<file path="src/rtl/hazard_pkg.sv">
// Shared types and defaults for the scoreboard hazard unit.
// Optional feature macro: HAZARD_FWD_EN (forwarding-aware hazard rules).
package hazard_pkg;

    localparam int unsigned DEF_REG_W      = 3;
    localparam int unsigned DEF_NUM_SRC    = 2;
    localparam int unsigned DEF_PIPE_DEPTH = 3;
    localparam int unsigned DEF_CNT_W      = 16;

    // Widest register address the scoreboard entry can hold; REG_W must not exceed it.
    localparam int unsigned SB_DST_W = 8;

    typedef struct packed {
        logic                valid;
        logic [SB_DST_W-1:0] dst;
        logic                load;
    } sb_entry_t;

    // Actions in priority order, highest first.
    typedef enum logic [2:0] {
        ACT_RESET,
        ACT_FREEZE,
        ACT_FLUSH,
        ACT_STALL,
        ACT_RUN
    } action_t;

endpackage

</file>
<file path="src/rtl/hazard_match.sv">
// Compares every valid ID source operand against one scoreboard entry.
module hazard_match
    import hazard_pkg::*;
#(
    parameter int unsigned REG_W   = DEF_REG_W,
    parameter int unsigned NUM_SRC = DEF_NUM_SRC
) (
    input  logic                     id_valid,
    input  logic [NUM_SRC*REG_W-1:0] id_src,
    input  logic [NUM_SRC-1:0]       id_src_vld,
    input  logic                     ent_valid,
    input  logic [REG_W-1:0]         ent_dst,
    output logic                     match
);

    // Any read source naming the entry's destination register is a match.
    always_comb begin
        match = 1'b0;
        for (int unsigned k = 0; k < NUM_SRC; k++) begin
            if (id_src_vld[k] && (id_src[k*REG_W +: REG_W] == ent_dst)) begin
                match = 1'b1;
            end
        end
        match = match & id_valid & ent_valid;
    end

endmodule

</file>
<file path="src/rtl/hazard_sb.sv">
// Scoreboard hazard unit: tracks in-flight register writes EX..WB and drives
// PC / IF/ID / ID/EX / back-end enables. Define HAZARD_FWD_EN when a forwarding
// network exists; otherwise any in-flight producer before WB stalls the reader.
module hazard_sb
    import hazard_pkg::*;
#(
    parameter int unsigned REG_W      = DEF_REG_W,
    parameter int unsigned NUM_SRC    = DEF_NUM_SRC,
    parameter int unsigned PIPE_DEPTH = DEF_PIPE_DEPTH,
    parameter int unsigned CNT_W      = DEF_CNT_W
) (
    input  logic                     clk,
    input  logic                     rst,
    input  logic                     id_valid,
    input  logic [NUM_SRC*REG_W-1:0] id_src,
    input  logic [NUM_SRC-1:0]       id_src_vld,
    input  logic                     id_early,
    input  logic                     id_wr,
    input  logic [REG_W-1:0]         id_dst,
    input  logic                     id_load,
    input  logic                     branch_taken,
    input  logic                     mem_busy,
    output logic                     pc_write,
    output logic                     ifid_write,
    output logic                     ifid_flush,
    output logic                     idex_bubble,
    output logic                     pipe_en,
    output logic [CNT_W-1:0]         stall_cnt,
    output logic [PIPE_DEPTH-1:0]    sb_valid
);

    sb_entry_t [PIPE_DEPTH-1:0] sb;
    logic [PIPE_DEPTH-2:0]      match_vec;
    logic                       hazard;
    action_t                    act;
    sb_entry_t                  new_ent;

    // The WB entry is never compared: the regfile writes before it reads.
    for (genvar i = 0; i < PIPE_DEPTH - 1; i++) begin : g_match
        hazard_match #(
            .REG_W   (REG_W),
            .NUM_SRC (NUM_SRC)
        ) u_match (
            .id_valid   (id_valid),
            .id_src     (id_src),
            .id_src_vld (id_src_vld),
            .ent_valid  (sb[i].valid),
            .ent_dst    (sb[i].dst[REG_W-1:0]),
            .match      (match_vec[i])
        );
    end

    // Hazard decision from the per-entry matches.
    always_comb begin
`ifdef HAZARD_FWD_EN
        hazard = (match_vec[0] & sb[0].load) | (id_early & (|match_vec));
`else
        hazard = |match_vec;
`endif
    end

`ifndef HAZARD_FWD_EN
    logic unused_early;
    assign unused_early = id_early;
`endif

    // Not every entry field is consumed (WB dst/load, high dst bits).
    logic unused_sb;
    assign unused_sb = ^sb;

    // Priority-encode the action for this cycle.
    always_comb begin
        if (rst)               act = ACT_RESET;
        else if (mem_busy)     act = ACT_FREEZE;
        else if (branch_taken) act = ACT_FLUSH;
        else if (hazard)       act = ACT_STALL;
        else                   act = ACT_RUN;
    end

    // Enables and bubble controls for the chosen action.
    always_comb begin
        pc_write    = 1'b0;
        ifid_write  = 1'b0;
        ifid_flush  = 1'b0;
        idex_bubble = 1'b0;
        pipe_en     = 1'b0;
        unique case (act)
            ACT_RESET: begin
                idex_bubble = 1'b1;
            end
            ACT_FREEZE: begin
            end
            ACT_FLUSH: begin
                pc_write    = 1'b1;
                ifid_write  = 1'b1;
                ifid_flush  = 1'b1;
                idex_bubble = 1'b1;
                pipe_en     = 1'b1;
            end
            ACT_STALL: begin
                idex_bubble = 1'b1;
                pipe_en     = 1'b1;
            end
            ACT_RUN: begin
                pc_write    = 1'b1;
                ifid_write  = 1'b1;
                pipe_en     = 1'b1;
            end
            default: begin
            end
        endcase
    end

    // Entry presented by the ID instruction when it advances into EX.
    always_comb begin
        new_ent       = '0;
        new_ent.valid = id_valid & id_wr;
        new_ent.dst   = SB_DST_W'(id_dst);
        new_ent.load  = id_load;
    end

    // Scoreboard shift and saturating stall counter.
    always_ff @(posedge clk) begin
        unique case (act)
            ACT_RESET: begin
                sb        <= '0;
                stall_cnt <= '0;
            end
            ACT_FREEZE: begin
            end
            ACT_FLUSH, ACT_STALL: begin
                for (int unsigned i = PIPE_DEPTH - 1; i > 0; i--) begin
                    sb[i] <= sb[i-1];
                end
                sb[0] <= '0;
                if (act == ACT_STALL && stall_cnt != '1) begin
                    stall_cnt <= stall_cnt + CNT_W'(1);
                end
            end
            ACT_RUN: begin
                for (int unsigned i = PIPE_DEPTH - 1; i > 0; i--) begin
                    sb[i] <= sb[i-1];
                end
                sb[0] <= new_ent;
            end
            default: begin
            end
        endcase
    end

    // Debug view of entry valid bits.
    always_comb begin
        sb_valid = '0;
        for (int unsigned i = 0; i < PIPE_DEPTH; i++) begin
            sb_valid[i] = sb[i].valid;
        end
    end

endmodule
</file>
<file path="config.mk">
export PLATFORM = sky130hd
export DESIGN_NAME = hazard_sb
export DESIGN_NICKNAME = d
export VERILOG_FILES = /design/src/rtl/hazard_pkg.sv /design/src/rtl/hazard_match.sv /design/src/rtl/hazard_sb.sv
export SDC_FILE = /design/constraint.sdc
export NUM_CORES = 1
export LEC_CHECK = 0
export BUFFER_PORTS_ARGS = -buffer_cell sky130_fd_sc_hd__buf_2
export CAP_MARGIN = 0
export CORE_MARGIN = 2
export CORE_UTILIZATION = 25
export CTS_CLUSTER_SIZE = 28
export DETAILED_ROUTE_END_ITERATION = 10
export GPL_TIMING_DRIVEN = 0
export HOLD_SLACK_MARGIN = 0.05
export PLACE_DENSITY = 0.44
export SYNTH_ARGS = -nofsm -noshare
export SYNTH_HDL_FRONTEND = slang
export SYNTH_SLANG_ARGS = --single-unit
</file>
<file path="constraint.sdc">
create_clock -name clk -period 2.95 [get_ports clk]
set_input_delay 0.885 -clock clk [delete_from_list [all_inputs] [get_ports clk]]
set_output_delay 0.885 -clock clk [all_outputs]
set_load 0.05 [all_outputs]
</file>
---- After elaboration in Yosys (flattened, before gate mapping) ----
Cells that the tools add are included.
word-level totals
  bits in registers ....................... 37
  input bits .............................. 19
  output and inout bits ................... 24
  word-level logic and storage cells ...... 52
cells by class
  add/sub/neg operators ................... 1
  equal/unequal tests ..................... 9
  multiplexer cells ....................... 15
  bitwise operators ....................... 5
  reduce and logical (&&, ||, !) cells .... 14
operator list
  operator                 count
  $pmux W30 S3             1
  $pmux W16 S2             1
  $add A16 B1 Y16 const B  1
  $mux W16                 1
  $ne A16 B16 Y1 const B   1
  $eq A3 B3 Y1             4
  $mux W3                  4
  $mux W1                  8
  $eq A3 B2 Y1 const B     2
  $reduce_or A2 Y1         3
  $reduce_or A3 Y1         2
  $and A1 B1 Y1            5
  $logic_and A1 B1 Y1      5
  $eq A3 B3 Y1 const B     1
  $logic_not A3 Y1         1
  $reduce_bool A3 Y1       1
  $ne A2 B2 Y1 const B     1
  $reduce_and A2 Y1        1
  $reduce_bool A2 Y1       1

---- Depth between registers and ports, before layout ----
  depth in word-level cells ............... 15
  gate-level depth with buffers ........... 6

---- Modules after synthesis ----
From an unflattened synthesis, not the netlist that was laid out.
unflattened totals
  cells, all modules ...................... 136
  area, all modules ....................... 1486.4 um^2
modules (own cells, without submodules)
  module        times used  cells an instance  area an instance (um^2)
  hazard_sb     1           116                1338.8
  hazard_match  2           10                 73.8

---- Worst setup path before layout ----
Ideal clock, no wire load.
  kind .................................... input-to-output
  start ................................... input port id_src[2]
  end ..................................... output port idex_bubble
  arrival ................................. 2.567 ns
  slack ................................... -0.502 ns
  cell stages on the path ................. 5
  path buffers ............................ 0
  cell sequence ........................... xnor2_1 nand4_1 a21oi_2 nor3_1 o21ai_0
between the ends
  longest elaborated chain between the ends .. 14
RTL lines
  what                                              RTL line            RTL
  start, declared                                   hazard_sb.sv:15     input logic [NUM_SRC*REG_W-1:0] id_src,
  $eq A3 B3 Y1                                      hazard_match.sv:20  if (id_src_vld[k] && (id_src[k*REG_W +: REG_W] == ent_dst)) begin
  $logic_and A1 B1 Y1                               hazard_match.sv:20
  $mux W1 (2 in series)                             hazard_match.sv:20
  $and A1 B1 Y1 (2 in series)                       hazard_match.sv:24  match = match & id_valid & ent_valid;
  $reduce_or A2 Y1 *                                hazard_sb.sv:58     hazard = |match_vec;
  $mux W3 *                                         hazard_sb.sv:76     else if (hazard) act = ACT_STALL;
  $mux W3 *                                         hazard_sb.sv:75     else if (branch_taken) act = ACT_FLUSH;
  $mux W3 *                                         hazard_sb.sv:74     else if (mem_busy) act = ACT_FREEZE;
  $mux W3 *                                         hazard_sb.sv:73     if (rst) act = ACT_RESET;
  $eq A3 B2 Y1 or $logic_not A3 Y1 (tied branches)  hazard_sb.sv:87     unique case (act)
  $reduce_or A3 Y1 (no line) *                      -
  $mux W1 *                                         hazard_sb.sv:87
  end, declared                                     hazard_sb.sv:26     output logic idex_bubble,
Mark *: on every way between the ends. The rest lies on a longest branch, timed or not.

---- Worst setup path after layout ----
  start ................................... input port id_src[0]
  end ..................................... output port pc_write
between the ends
  longest elaborated chain between the ends .. 14
RTL lines
  what                                          RTL line            RTL
  $eq A3 B3 Y1                                  hazard_match.sv:20
  $logic_and A1 B1 Y1                           hazard_match.sv:20
  $mux W1 (2 in series)                         hazard_match.sv:20
  $and A1 B1 Y1 (2 in series)                   hazard_match.sv:24
  $reduce_or A2 Y1 *                            hazard_sb.sv:58
  $mux W3 *                                     hazard_sb.sv:76
  $mux W3 *                                     hazard_sb.sv:75
  $mux W3 *                                     hazard_sb.sv:74
  $mux W3 *                                     hazard_sb.sv:73
  $eq A3 B3 Y1 or $eq A3 B2 Y1 (tied branches)  hazard_sb.sv:87
  $reduce_or A2 Y1 (no line) *                  -
  $mux W1 *                                     hazard_sb.sv:87
  end, declared                                 hazard_sb.sv:23     output logic pc_write,
Marked as above.

==> results.py <==
metrics = {
    "run_status": {
        "outcome": "finished with violations",
        "violations": "negative setup slack",
    },
    "detailed_routing": {
        "drc": 0,
        "routed_wl_mm": 3.18,
        "avgViaCountPerCell": 4.41,
        "dr.pass1.iters": 4,
        "num_vias": 1081,
        "ant_nets": 0,
        "wl_per_cell_um": 13.0,
        "drtIter0Drc": 38,
    },
    "hold_path": {
        "min_path_type": "reg -> reg",
        "whs_endpoint": "sb_valid[2]$_DFFE_PP_",
        "hold_depth": 1,
        "min-delay-start": "sb_valid[1]$_DFFE_PP_",
    },
    "final_layout": {
        "fillers": 555,
        "drive_gt1_share_pct": 39.9,
        "layout_commonest_cell": "buf_2",
        "final_cell_mix": "buf_2 (31), edfxtp_1 (25), nor2_1 (19)",
        "area_growth_pct": 37.4,
        "fin_cells": 245,
        "nNetsFinal": 194,
        "antennaDiodeCount": 0,
    },
    "global_routing": {
        "grt_usage_pct": 10.9,
        "grt_max_degree": 16,
        "grt-ovfl-total": 0,
        "antenna_found_initial": 0,
        "grt_pass1_vias": 1116,
        "grt_pass1_wl_mm": 5.31,
    },
    "power_and_ir_drop": {
        "clkPwrFrac_pct": 26.5,
        "powerDensity_mw_per_mm2": 433,
        "peakVddDrop_v": 0.000169,
        "p_seq_share_pct": 52.1,
        "p_leak_nw": 0.758,
        "pwr-share-comb_pct": 21.4,
        "switching_share_pct": 30.5,
        "p_int_w": 0.000575,
        "p_sw_w": 0.000253,
    },
    "sta": {
        "slew_headroom_pct": 63.4,
        "final_max_slew_viol_count": 0,
        "fin_crit_ns": 2.97,
        "worst_pin_slew_ns": 0.546,
        "setup_viol": 1,
        "fin_ws_ns": -0.0245,
        "finalClockSkew_ns": 0.00802,
        "fmax_mhz": 336,
        "rsz0062_at_grt": "yes",
        "worst_hold_slack_ns": 0.605,
        "hold_viol_final": 0,
        "finalCritPeriodShare_pct": 101,
    },
    "die": {
        "fp.coreArea_mm2": 0.00544,
        "dieWidth_um": 78.6,
        "pin_count": 43,
        "rows": 27,
        "initial_utilization_pct": 25.6,
        "dieArea_mm2": 0.00618,
        "die_y_um": 78.6,
    },
    "clock_tree": {
        "cts_buffers": 3,
        "cts_tree": "built",
        "cts_sinks": 25,
        "clkSlewWorstSetupHoldPaths_ns": 0.09,
        "ctsHoldBuffers": 0,
        "cts-root-buf": "clkbuf_8",
        "cts_max_level": 1,
        "cts_buffer_depth": 2,
        "insertion_delay_ns": 0.28,
    },
    "worst_setup_path": {
        "crit_type": "in -> out",
        "cp.required_ns": 2.07,
        "r2r-end": "stall_cnt[7]$_SDFFCE_PP0P_",
        "rr_startpoint": "stall_cnt[0]$_SDFFCE_PP0P_",
        "r2r_cells": 6,
        "end_kind": "output port",
        "start_kind": "input pin",
        "reg2reg_slack_ns": 0.59,
        "critPathArrivalTime_ns": 2.09,
        "cp_max_fo": 3,
    },
    "placement": {
        "place.gp.congestion": 0.850,
        "hpwl_mm": 2.44,
        "port_buffers": 40,
        "dp.cells": 238,
    },
    "job": {
        "drv_cap": 0,
    },
    "yosys": {
        "synth_nets": 145,
        "yosysTopAreaCellShare_pct": 53.9,
        "synth_area_per_cell_um2": 11.1,
        "ys_top_cells_by_area": "edfxtp_1 (54%), xnor2_1 (12%), nor2_1 (5.7%)",
        "ys_warn_count": 0,
        "ys_seq_elements": 25,
        "yosys.cell_types.count": 24,
        "syn-cell-area_mm2": 0.00139,
        "yosysTopAreaCell": "edfxtp_1",
        "synth_seq_area_share_pct": 53.9,
        "synth_cells": 125,
    },
}
worst max-delay path by stage:
stage | from | endpoint | slack, ns | depth (start not counted)
5_1_grt | id_src[0] | pc_write | -0.10 | 8
4_1_cts | id_src[3] | idex_bubble | -0.08 | 7
3_5_place_dp | id_src[4] | pc_write | -0.17 | 8
3_3_place_gp | id_src[3] | stall_cnt[4]$_SDFFCE_PP0P_ | -0.30 | 6
6_report | id_src[0] | pc_write | -0.02 | 8
2_1_floorplan | id_src[2] | idex_bubble | -0.12 | 5
sequential cells by signal, summed over array words and instances, names as in the netlist:
name,count
sb_valid,3
stall_cnt,16
sb,6
power by group through the flow:
stage / sequential, W / clock (W) / combinational, W
after detailed placement: 0.000438 / 0 / 0.000156
after global routing: 0.000435 / 0.000237 / 0.000188
after CTS: 0.000430 / 0.000228 / 0.000158
after floorplan: 0.000475 / 0 / 0.0000710
after global placement: 0.000437 / 0 / 0.000154
final: 0.000431 / 0.000219 / 0.000177
repair_timing:
action,4_1_cts,5_1_grt
pin swaps,3,17
buffers inserted,2,1
endpoints found under the setup margin,3,4
gates resized for setup,1,33
stage by stage:
stage	total power (W)	utilization [%]	setup slack (ns)	TNS (ns)	cell area, µm²
after global placement	0.000592	31.1	-0.302	-5.06	1690
after CTS	0.000816	32.5	-0.0848	-0.156	1770
final	0.000827	35.2	-0.0245	-0.0245	1910
after floorplan	0.000547	-	-0.123	-0.123	1400
after global routing	0.000861	35.2	-0.102	-0.180	1910
after detailed placement	0.000594	31.3	-0.165	-0.317	1700
cell type report:
cell class	count	area, µm²	share of cell area, %
Clock inverter	1	7.51	0.392
Sequential cell	25	751	39.2
Inverter	3	11.3	0.589
Tap cell	72	90.1	4.71
Clock buffer	3	41.3	2.16
Multi-Input combinational cell	92	669	35.0
Timing Repair Buffer	44	298	15.6
Buffer	5	45.0	2.35
synth_stat cells:
cell type,number
and2_1,6
a21oi_2,2
a41o_1,1
nor2_1,21
xor2_1,7
nand2b_1,1
edfxtp_1,25
nor3_1,4
and3_1,4
o31ai_1,1
nand2_1,8
o31ai_4,1
nand3_1,6
buf_4,3
buf_6,1
ha_1,1
o21ai_0,1
xnor2_1,19
inv_1,3
nand4_1,5
o21a_1,1
and4_1,2
and2b_1,1
clkbuf_1,1
critical path: stages:
cell and delay, ns:
buf_6 0.10, xnor2_2 0.14, nand4_1 0.14, a21oi_2 0.24
nor2_2 0.08, o21a_2 0.24, buf_6 0.12, buf_8 0.14
cells by family after synthesis:
family | Yosys count | share of synthesized area [%]
AO/OA/AOI/OAI | 7 | 4.94
XOR/XNOR | 26 | 16.4
buffers and inverters | 8 | 3.50
AND/OR/NAND/NOR | 58 | 20.4
adder cells (fa/ha/maj) | 1 | 0.898
flip-flops | 25 | 53.9
metal layers:
metal | wire [µm] | up-vias | global-route usage [%] | share of wire, %
met1 | 1350 | 510 | 13.2 | 42
met3 | 191 | 4 | 2.76 | 6.0
met4 | 42 | 0 | 3.16 | 1.3
li1 | - | 532 | - | -
met2 | 1600 | 35 | 19.1 | 50
met5 | 0 | - | 0 | 0
Note: power is estimated with default switching activity, not from simulation.
